--- config.mk ---
export PLATFORM = sky130hd
export DESIGN_NAME = background_update
export DESIGN_NICKNAME = d
export VERILOG_FILES = /design/src/rtl/background_update.sv
export SDC_FILE = /design/constraint.sdc
export NUM_CORES = 1
export LEC_CHECK = 0
export BUFFER_PORTS_ARGS = -buffer_cell sky130_fd_sc_hd__buf_2
export CAP_MARGIN = 20
export CORE_ASPECT_RATIO = 0.8
export CORE_MARGIN = 8
export CORE_UTILIZATION = 35
export CTS_CLUSTER_SIZE = 25
export DETAILED_ROUTE_END_ITERATION = 8
export PLACE_DENSITY = 0.52
export SLEW_MARGIN = 5
export SYNTH_ARGS = -nofsm -noshare
export SYNTH_HDL_FRONTEND = slang
export SYNTH_HIERARCHICAL = 1
export SYNTH_SLANG_ARGS = --single-unit
--- constraint.sdc ---
create_clock -name clk -period 5.5 [get_ports clk]
set_clock_uncertainty 0.2 [all_clocks]
set_input_delay 0 -clock clk [delete_from_list [all_inputs] [get_ports clk]]
set_output_delay 0 -clock clk [all_outputs]
set_load 0.02 [all_outputs]
--- src/rtl/background_update.sv ---
`timescale 1ns/1ps
// background_update: per-pixel running-background update with a foreground mask.
// Two-stage valid/ready pipeline. S1 captures the beat plus |pixel-bg|, the
// direction and the frame-based update enable; S2 makes the foreground
// decision, steps the background toward the pixel and holds the output beat.

// Decision/update datapath for one pixel (purely combinational).
module bgu_calc #(
  parameter int unsigned STEP      = 1,
  parameter int unsigned THRESHOLD = 20
) (
  input  logic [7:0] pixel,
  input  logic [7:0] bg,
  input  logic [7:0] absd,
  input  logic       gt,
  input  logic       upd_en,
  output logic [7:0] bg_new,
  output logic       fg
);
  localparam logic [7:0] STEP_B = STEP[7:0];
  localparam logic [7:0] THR_B  = THRESHOLD[7:0];

  // Strict threshold for fg. A background update never overshoots the pixel,
  // so bg+STEP / bg-STEP only happen when the pixel is more than STEP away and
  // the result therefore always stays within 0..255.
  always_comb begin
    fg     = (absd > THR_B);
    bg_new = bg;
    if (upd_en && !fg) begin
      if (absd <= STEP_B) bg_new = pixel;
      else if (gt)        bg_new = bg + STEP_B;
      else                bg_new = bg - STEP_B;
    end
  end
endmodule

module background_update #(
  parameter int unsigned STEP          = 1,
  parameter int unsigned THRESHOLD     = 20,
  parameter int unsigned UPDATE_PERIOD = 1
) (
  input  logic       clk,
  input  logic       rst_n,
  input  logic       s_valid,
  output logic       s_ready,
  input  logic       s_sof,
  input  logic [7:0] s_pixel,
  input  logic [7:0] s_bg,
  output logic       m_valid,
  input  logic       m_ready,
  output logic       m_sof,
  output logic [7:0] m_bg,
  output logic       m_fg
);
  localparam int         STAGES = 2;
  localparam logic [7:0] PER_M1 = 8'(UPDATE_PERIOD - 1);

  typedef struct packed {
    logic       sof;
    logic [7:0] pixel;
    logic [7:0] bg;
    logic [7:0] absd;
    logic       gt;
    logic       upd_en;
  } s1_t;

  logic [STAGES:1] vld_pipe;
  logic            rdy_en;
  logic            ld2, adv1, s_fire;
  logic [7:0]      frm_cnt, cnt_nxt;
  logic [8:0]      diff;
  logic [7:0]      absd;
  s1_t             s1;
  logic [7:0]      bg_new;
  logic            fg;

  // Handshake: S2 can take a beat when empty or draining; S1 accepts when
  // empty or moving on. rdy_en keeps s_ready low until the first edge after reset.
  assign ld2     = !vld_pipe[2] || m_ready;
  assign adv1    = vld_pipe[1] && ld2;
  assign s_ready = rdy_en && (!vld_pipe[1] || ld2);
  assign s_fire  = s_valid && s_ready;
  assign m_valid = vld_pipe[2];

  // Frame counter value that applies to the current input beat.
  always_comb begin
    cnt_nxt = frm_cnt;
    if (s_sof) cnt_nxt = (frm_cnt == PER_M1) ? 8'd0 : frm_cnt + 8'd1;
  end

  // 9-bit difference so |pixel-bg| never wraps.
  always_comb begin
    diff = {1'b0, s_pixel} - {1'b0, s_bg};
    absd = diff[8] ? 8'(9'd0 - diff) : diff[7:0];
  end

  // Ready enable and frame counter; sof only counts on an accepted beat.
  always_ff @(posedge clk or negedge rst_n) begin
    if (!rst_n) begin
      rdy_en  <= 1'b0;
      frm_cnt <= 8'd0;
    end else begin
      rdy_en <= 1'b1;
      if (s_fire && s_sof) frm_cnt <= cnt_nxt;
    end
  end

  // Valid shift chain with stall: S1 fills on accept, empties when it moves on.
  always_ff @(posedge clk or negedge rst_n) begin
    if (!rst_n) begin
      vld_pipe <= '0;
    end else begin
      if (s_fire)    vld_pipe[1] <= 1'b1;
      else if (adv1) vld_pipe[1] <= 1'b0;
      if (ld2)       vld_pipe[2] <= vld_pipe[1];
    end
  end

  // S1 register: beat plus magnitude, direction and update enable.
  always_ff @(posedge clk or negedge rst_n) begin
    if (!rst_n) begin
      s1 <= '0;
    end else if (s_fire) begin
      s1.sof    <= s_sof;
      s1.pixel  <= s_pixel;
      s1.bg     <= s_bg;
      s1.absd   <= absd;
      s1.gt     <= (s_pixel > s_bg);
      s1.upd_en <= (cnt_nxt == 8'd0);
    end
  end

  bgu_calc #(.STEP(STEP), .THRESHOLD(THRESHOLD)) u_calc (
    .pixel  (s1.pixel),
    .bg     (s1.bg),
    .absd   (s1.absd),
    .gt     (s1.gt),
    .upd_en (s1.upd_en),
    .bg_new (bg_new),
    .fg     (fg)
  );

  // S2 output register: loads only when S1 hands over, otherwise holds.
  always_ff @(posedge clk or negedge rst_n) begin
    if (!rst_n) begin
      m_sof <= 1'b0;
      m_bg  <= 8'd0;
      m_fg  <= 1'b0;
    end else if (adv1) begin
      m_sof <= s1.sof;
      m_bg  <= bg_new;
      m_fg  <= fg;
    end
  end
endmodule

---- After elaboration in Yosys (flattened, before gate mapping) ----
Cells that the tools add are included.
Widths: inputs -> output; s select.
storage, ports and cells
  ROM bits ................................ 0
  register bits ........................... 48
  memories ................................ 0
  RAM bits ................................ 0
  input port bits ......................... 21
  output and inout port bits .............. 12
  latch bits .............................. 0
cells by class
  equal/unequal tests ..................... 0
  add/subtract/negate cells ............... 5
  multipliers ............................. 0
  bitwise operators ....................... 0
  shift-type cells ........................ 0
  reduce and logical (&&, ||, !) cells .... 13
  mux-type cells .......................... 8
  $lt $le $gt $ge ......................... 3
  div/mod/pow operators ................... 0
operators with widths
  kind                 number
  $mux 8               6
  $add 8x1->8 const B  2
  $logic_not 8->1      2
  $sub 8x8->9          1
  $gt 8x5->1 const B   1
  $gt 8x8->1           1
  $le 8x1->1 const B   1
  $sub 1x8->8 const A  1
  $sub 8x1->8 const B  1
  $logic_and 1x1->1    5
  $logic_not 1->1      3
  $logic_or 1x1->1     2
  $mux 1               2
  $reduce_bool 2->1    1

---- Depth between registers and ports, before layout ----
  word-level depth ........................ 6
  mapped depth ............................ 11
  mapped depth without buffers ............ 11

---- By module ----
Netlist, hierarchy kept.
by module, submodules not included
  module             times used  sequential area each (um2)  cells an instance  area each (um2)
  background_update  1           1201.2                      273                2586.2
  bgu_calc           1           0.0                         77                 513.0

---- Least setup slack after synthesis ----
OpenSTA, ideal clock, no wires.
  path type ............................... flip-flop to flip-flop
  start point ............................. reg, netlist name s1[1]
  end point ............................... reg m_bg[6]
  path buffers ............................ 0
  clock period less this slack ............ 2221 ps
  stages on the path, launching flop included .. 9
  data arrival time ....................... 1896 ps
  path slack .............................. 3279 ps
  cells stage by stage .................... dfrtp_1 > inv_1 > ha_1 > a211oi_1 > o21bai_1 > a21oi_1 > mux2i_1 > o211ai_1 > mux2_2
between the ends
  cells in the longest elaborated chain, start to end .. 3
RTL lines
  element               RTL line  text
  $mux 8                31        else if (gt) bg_new = bg + STEP_B;
  $mux 8                30        if (absd <= STEP_B) bg_new = pixel;
  $mux 8                29        if (upd_en && !fg) begin
  via bg_new[6]         74        logic [7:0] bg_new;
  end signal, assigned  151       m_bg <= bg_new;
  end, declared         52        output logic [7:0] m_bg,
The timed path passes the listed nets, and every way through them passes these cells.
A chain may end at the register's enable or synchronous reset.

---- Final worst setup path ----
  start point ............................. in s_pixel[0]
  end point ............................... reg, netlist name s1[9]
between the ends
  cells in the longest elaborated chain, start to end .. 3
RTL lines
  element          RTL line  text
  start, declared  47        input logic [7:0] s_pixel,
  $sub 8x8->9 (*)  93        diff = {1'b0, s_pixel} - {1'b0, s_bg};
  $sub 1x8->8      94        absd = diff[8] ? 8'(9'd0 - diff) : diff[7:0];
  $mux 8 (*)       94
Mark *: on every way between the ends. The rest lies on a longest branch, timed or not.

==> run summary <==
Status - finished clean
Peak Freq - 386 MHz
Simple-gate portion of the synthesized area - 20.4%
Worst setup path end - s1[9]
GR Overflow Total - 0
Post-synthesis area per instance - 8.85 µm²
Most common library cells after synthesis - sky130_fd_sc_hd__nand2_1, sky130_fd_sc_hd__dfrtp_1, sky130_fd_sc_hd__o21ai_0
Largest cells by area after synthesis - sky130_fd_sc_hd__dfrtp_1, sky130_fd_sc_hd__nand2_1, sky130_fd_sc_hd__ha_1, sky130_fd_sc_hd__o21ai_0, sky130_fd_sc_hd__mux2_2
Overall track demand over capacity in global routing - 12.4%
Overall die area - 12100 µm²
Number of distinct standard cells referenced by the synthesized netlist - 55
Reg-to-reg slack, setup - 3040 ps
Portion of netlist area occupied by mux cells - 6.78%
Peak ir drop on the vdd network - 0.126 mV
# DRC - 0
Final antenna-violating net count - 0
DIE WIDTH - 121 µm
Start point of the critical path - s_pixel[0]
Max Transition Viols Final - 0
R2R cell count - 8
Cell area after synthesis - 3100 µm²
Area growth syn-to-layout - 17.1%
Kind of cell adding the most delay to the critical path - buffers and inverters
Terminus of the critical flop-to-flop path - m_bg[6]
Hold slack final - 17.9 ps
Post-Route M1 WL - 3990 µm
Detail Route met3 WL - 353 µm
CTS tree - done
Number of setup violations in the final report - 0
CP bufs+invs - 4
RSZ-0062 raised after global routing - false
Sum of negative setup slack - 0 ps
Worst-Skew Late Latency - 300 ps
Share of the yosys chip area belonging to registers - 38.8%
Count of cell instances traversed by the critical path - 12
Inserted Clock Buffers - 5
Ratio of cells with drive above 1 in the final layout - 17.6%
Final number of hold-violating endpoints - 0
Post-Synthesis Net Count - 390
Area after DPL - 3350 µm²
CP required - 5480 ps
Power per cell area - 345 nW/µm²
Die Ht - 100 µm
Per-cell routed wire length - 14.3 µm
Cells after Synth - 350
Share of the synthesized area in the top cell type - 38.8%
Library cell with the highest instance count after synthesis - sky130_fd_sc_hd__nand2_1
H-tree Lvls - 2
Worst slew margin relative to its limit - 54.9%
Share of the synthesized netlist area taken by xor and xnor gates - 4.80%
Initial Util - 36.2%
Post-synth EDFFs - 0
Floorplan core area - 8560 µm²
Synthesized flop and latch total - 48
Number of global-route vias before repair - 2403
Number of antenna violations at the first check in global routing - 0
Async S/R FF share, synth - 100%
Wire length on met2 - 2890 µm
First drt pass iteration count - 4
Reg-to-reg critical path startpoint - s1[1]
Vias post-DR - 2521
Leakage dissipation - 1.66 nW
Worst-path cell chain - dlygate4sd3_1 -> buf_2 -> inv_1 -> ha_1 -> inv_1 -> fa_1 -> xnor2_1 -> nand3_1 -> nor3_1 -> a31oi_1 -> xnor2_1 -> o21ai_1
Cell at the root of the clock tree - sky130_fd_sc_hd__clkbuf_8
Maximum number of pins on one net before global-route repair - 49
Clock sinks - 48
Clock-pin slew on the worst setup and hold paths - 90 ps
Type of element launching the critical path - input pin
Count of warnings emitted by yosys - 6
Number of gates resized after cts - 0
Period Utilization, post-route - 47.1%
Routability cong. - 0.873
Kind of critical path - input pin to register
Number of inserted diodes - 0
Combinational family with the most area after synthesis - simple AND/OR/NAND/NOR gates
Critical path fanouts, max - 4
Worst endpoint data arrival time - 2560 ps
Cell area after layout - 3630 µm²
Iteration-0 DRC Markers - 104
Most area-hungry cell type in the Yosys netlist - sky130_fd_sc_hd__dfrtp_1
Vias per Instance - 4.95
Final nets - 436
Adder-cell area share of the yosys netlist - 8.16%
Flip-flop cell with the highest count after synthesis - sky130_fd_sc_hd__dfrtp_1
Synth Area in Compound Gates - 16.8%
Number of cell rows - 30
Min Clock Period, post-route - 2590 ps
Crit path capture type - register
I/O pin cnt - 33
First-pass GRT wire length - 12200 µm
Number of setup buffers added after CTS - 0
I/O Buffers - 32
Cell with the largest stage delay on the worst path - sky130_fd_sc_hd__dlygate4sd3_1
Hold crit path type - input pin to register
Total length of routed wires - 7300 µm
Number of max-cap violations - 0
Buffers from clock root to sink, at most - 2
Highest metal used - met4
Peak per-stage delay on the critical path - 540 ps
Detailed-placement wirelength estimate - 5460 µm
Slew at the pin closest to its max-slew limit - 677 ps
==> registers in the layout (all words and copies together), names as in the netlist <==
name	cells
rdy_en	1
m_bg	8
frm_cnt	8
m_sof	1
vld_pipe	2
s1	27
m_fg	1
==> what timing repair did <==
item / in CTS / in global routing
hold buffers: 19 / 0
endpoints found under the setup margin: 0 / 0
hold endpoints to repair: 69 / 0
==> cells in the final DEF (no fill, tap or decap), drive strengths merged, types with 6 or more instances in the layout <==
cell / count
inv: 15
buf: 35
dfrtp: 48
xor2: 6
mux2i: 6
dlygate4sd3: 19
a21oi: 19
nand3: 8
ha: 17
nor2: 19
clkbuf: 6
xnor2: 11
nand2b: 6
nand2: 68
o21ai: 37
mux2: 13
nor3: 11
==> worst min path at each step <==
| stage | startpoint | end | cells after the start | slack (ps) |
|---|---|---|---|---|
| after floorplan | rst_n | frm_cnt[0] | 0 | -500 |
| after global placement | rst_n | frm_cnt[2] | 2 | -40 |
| after CTS | s_valid | vld_pipe[1] | 4 | 10 |
| after global routing | s_valid | vld_pipe[1] | 4 | 70 |
| after detailed placement | rst_n | frm_cnt[2] | 2 | -50 |
| final | s_valid | vld_pipe[1] | 4 | 20 |
==> kinds of logic (layout without fill, tap and decap cells) <==
group,after synthesis,count (layout)
fa+ha+maj,19,19
buf+inv,30,77
xor+xnor,17,17
flops,48,48
other cells,1,1
mux,19,19
simple gates,134,134
compound gates,82,82
==> area by class of cell <==
cell class / count / area, µm²
Inverter: 15 / 56.3
Clock buffer: 6 / 82.6
Sequential cell: 48 / 1200
Multi-Input combinational cell: 272 / 1770
Tap cell: 112 / 140
Fill cell: 869 / 4930
Clock inverter: 2 / 10.0
Timing Repair Buffer: 54 / 373
==> worst min-delay path, delay by kind of cell <==
family                 cells  cell delay (ps)
buffers and inverters      2              340
and+or+nand+nor            2              160
==> routing by layer <==
layer  vias to the layer above  GRT usage (%)
li1                       1307              -
met1                      1161           18.3
met2                        44           17.7
met3                         9           2.92
met4                         0           2.84
met5                         -              0
==> per-stage QoR <==
step	total power, mW	cells	setup slack [ps]	utilization [%]
after CTS	1.27	509	2940	42.4
after detailed placement	1.03	482	3070	39.1
after global placement	1.02	482	3110	39.1
final	1.25	509	2910	42.4
after floorplan	0.898	350	3280	-
after global routing	1.35	509	2720	42.4
==> power by group <==
group | switching (mW) | internal (mW)
clock | 0.120 | 0.101
sequential | 0.0733 | 0.440
combinational | 0.290 | 0.228
Note: power is estimated with default switching activity, not from simulation.
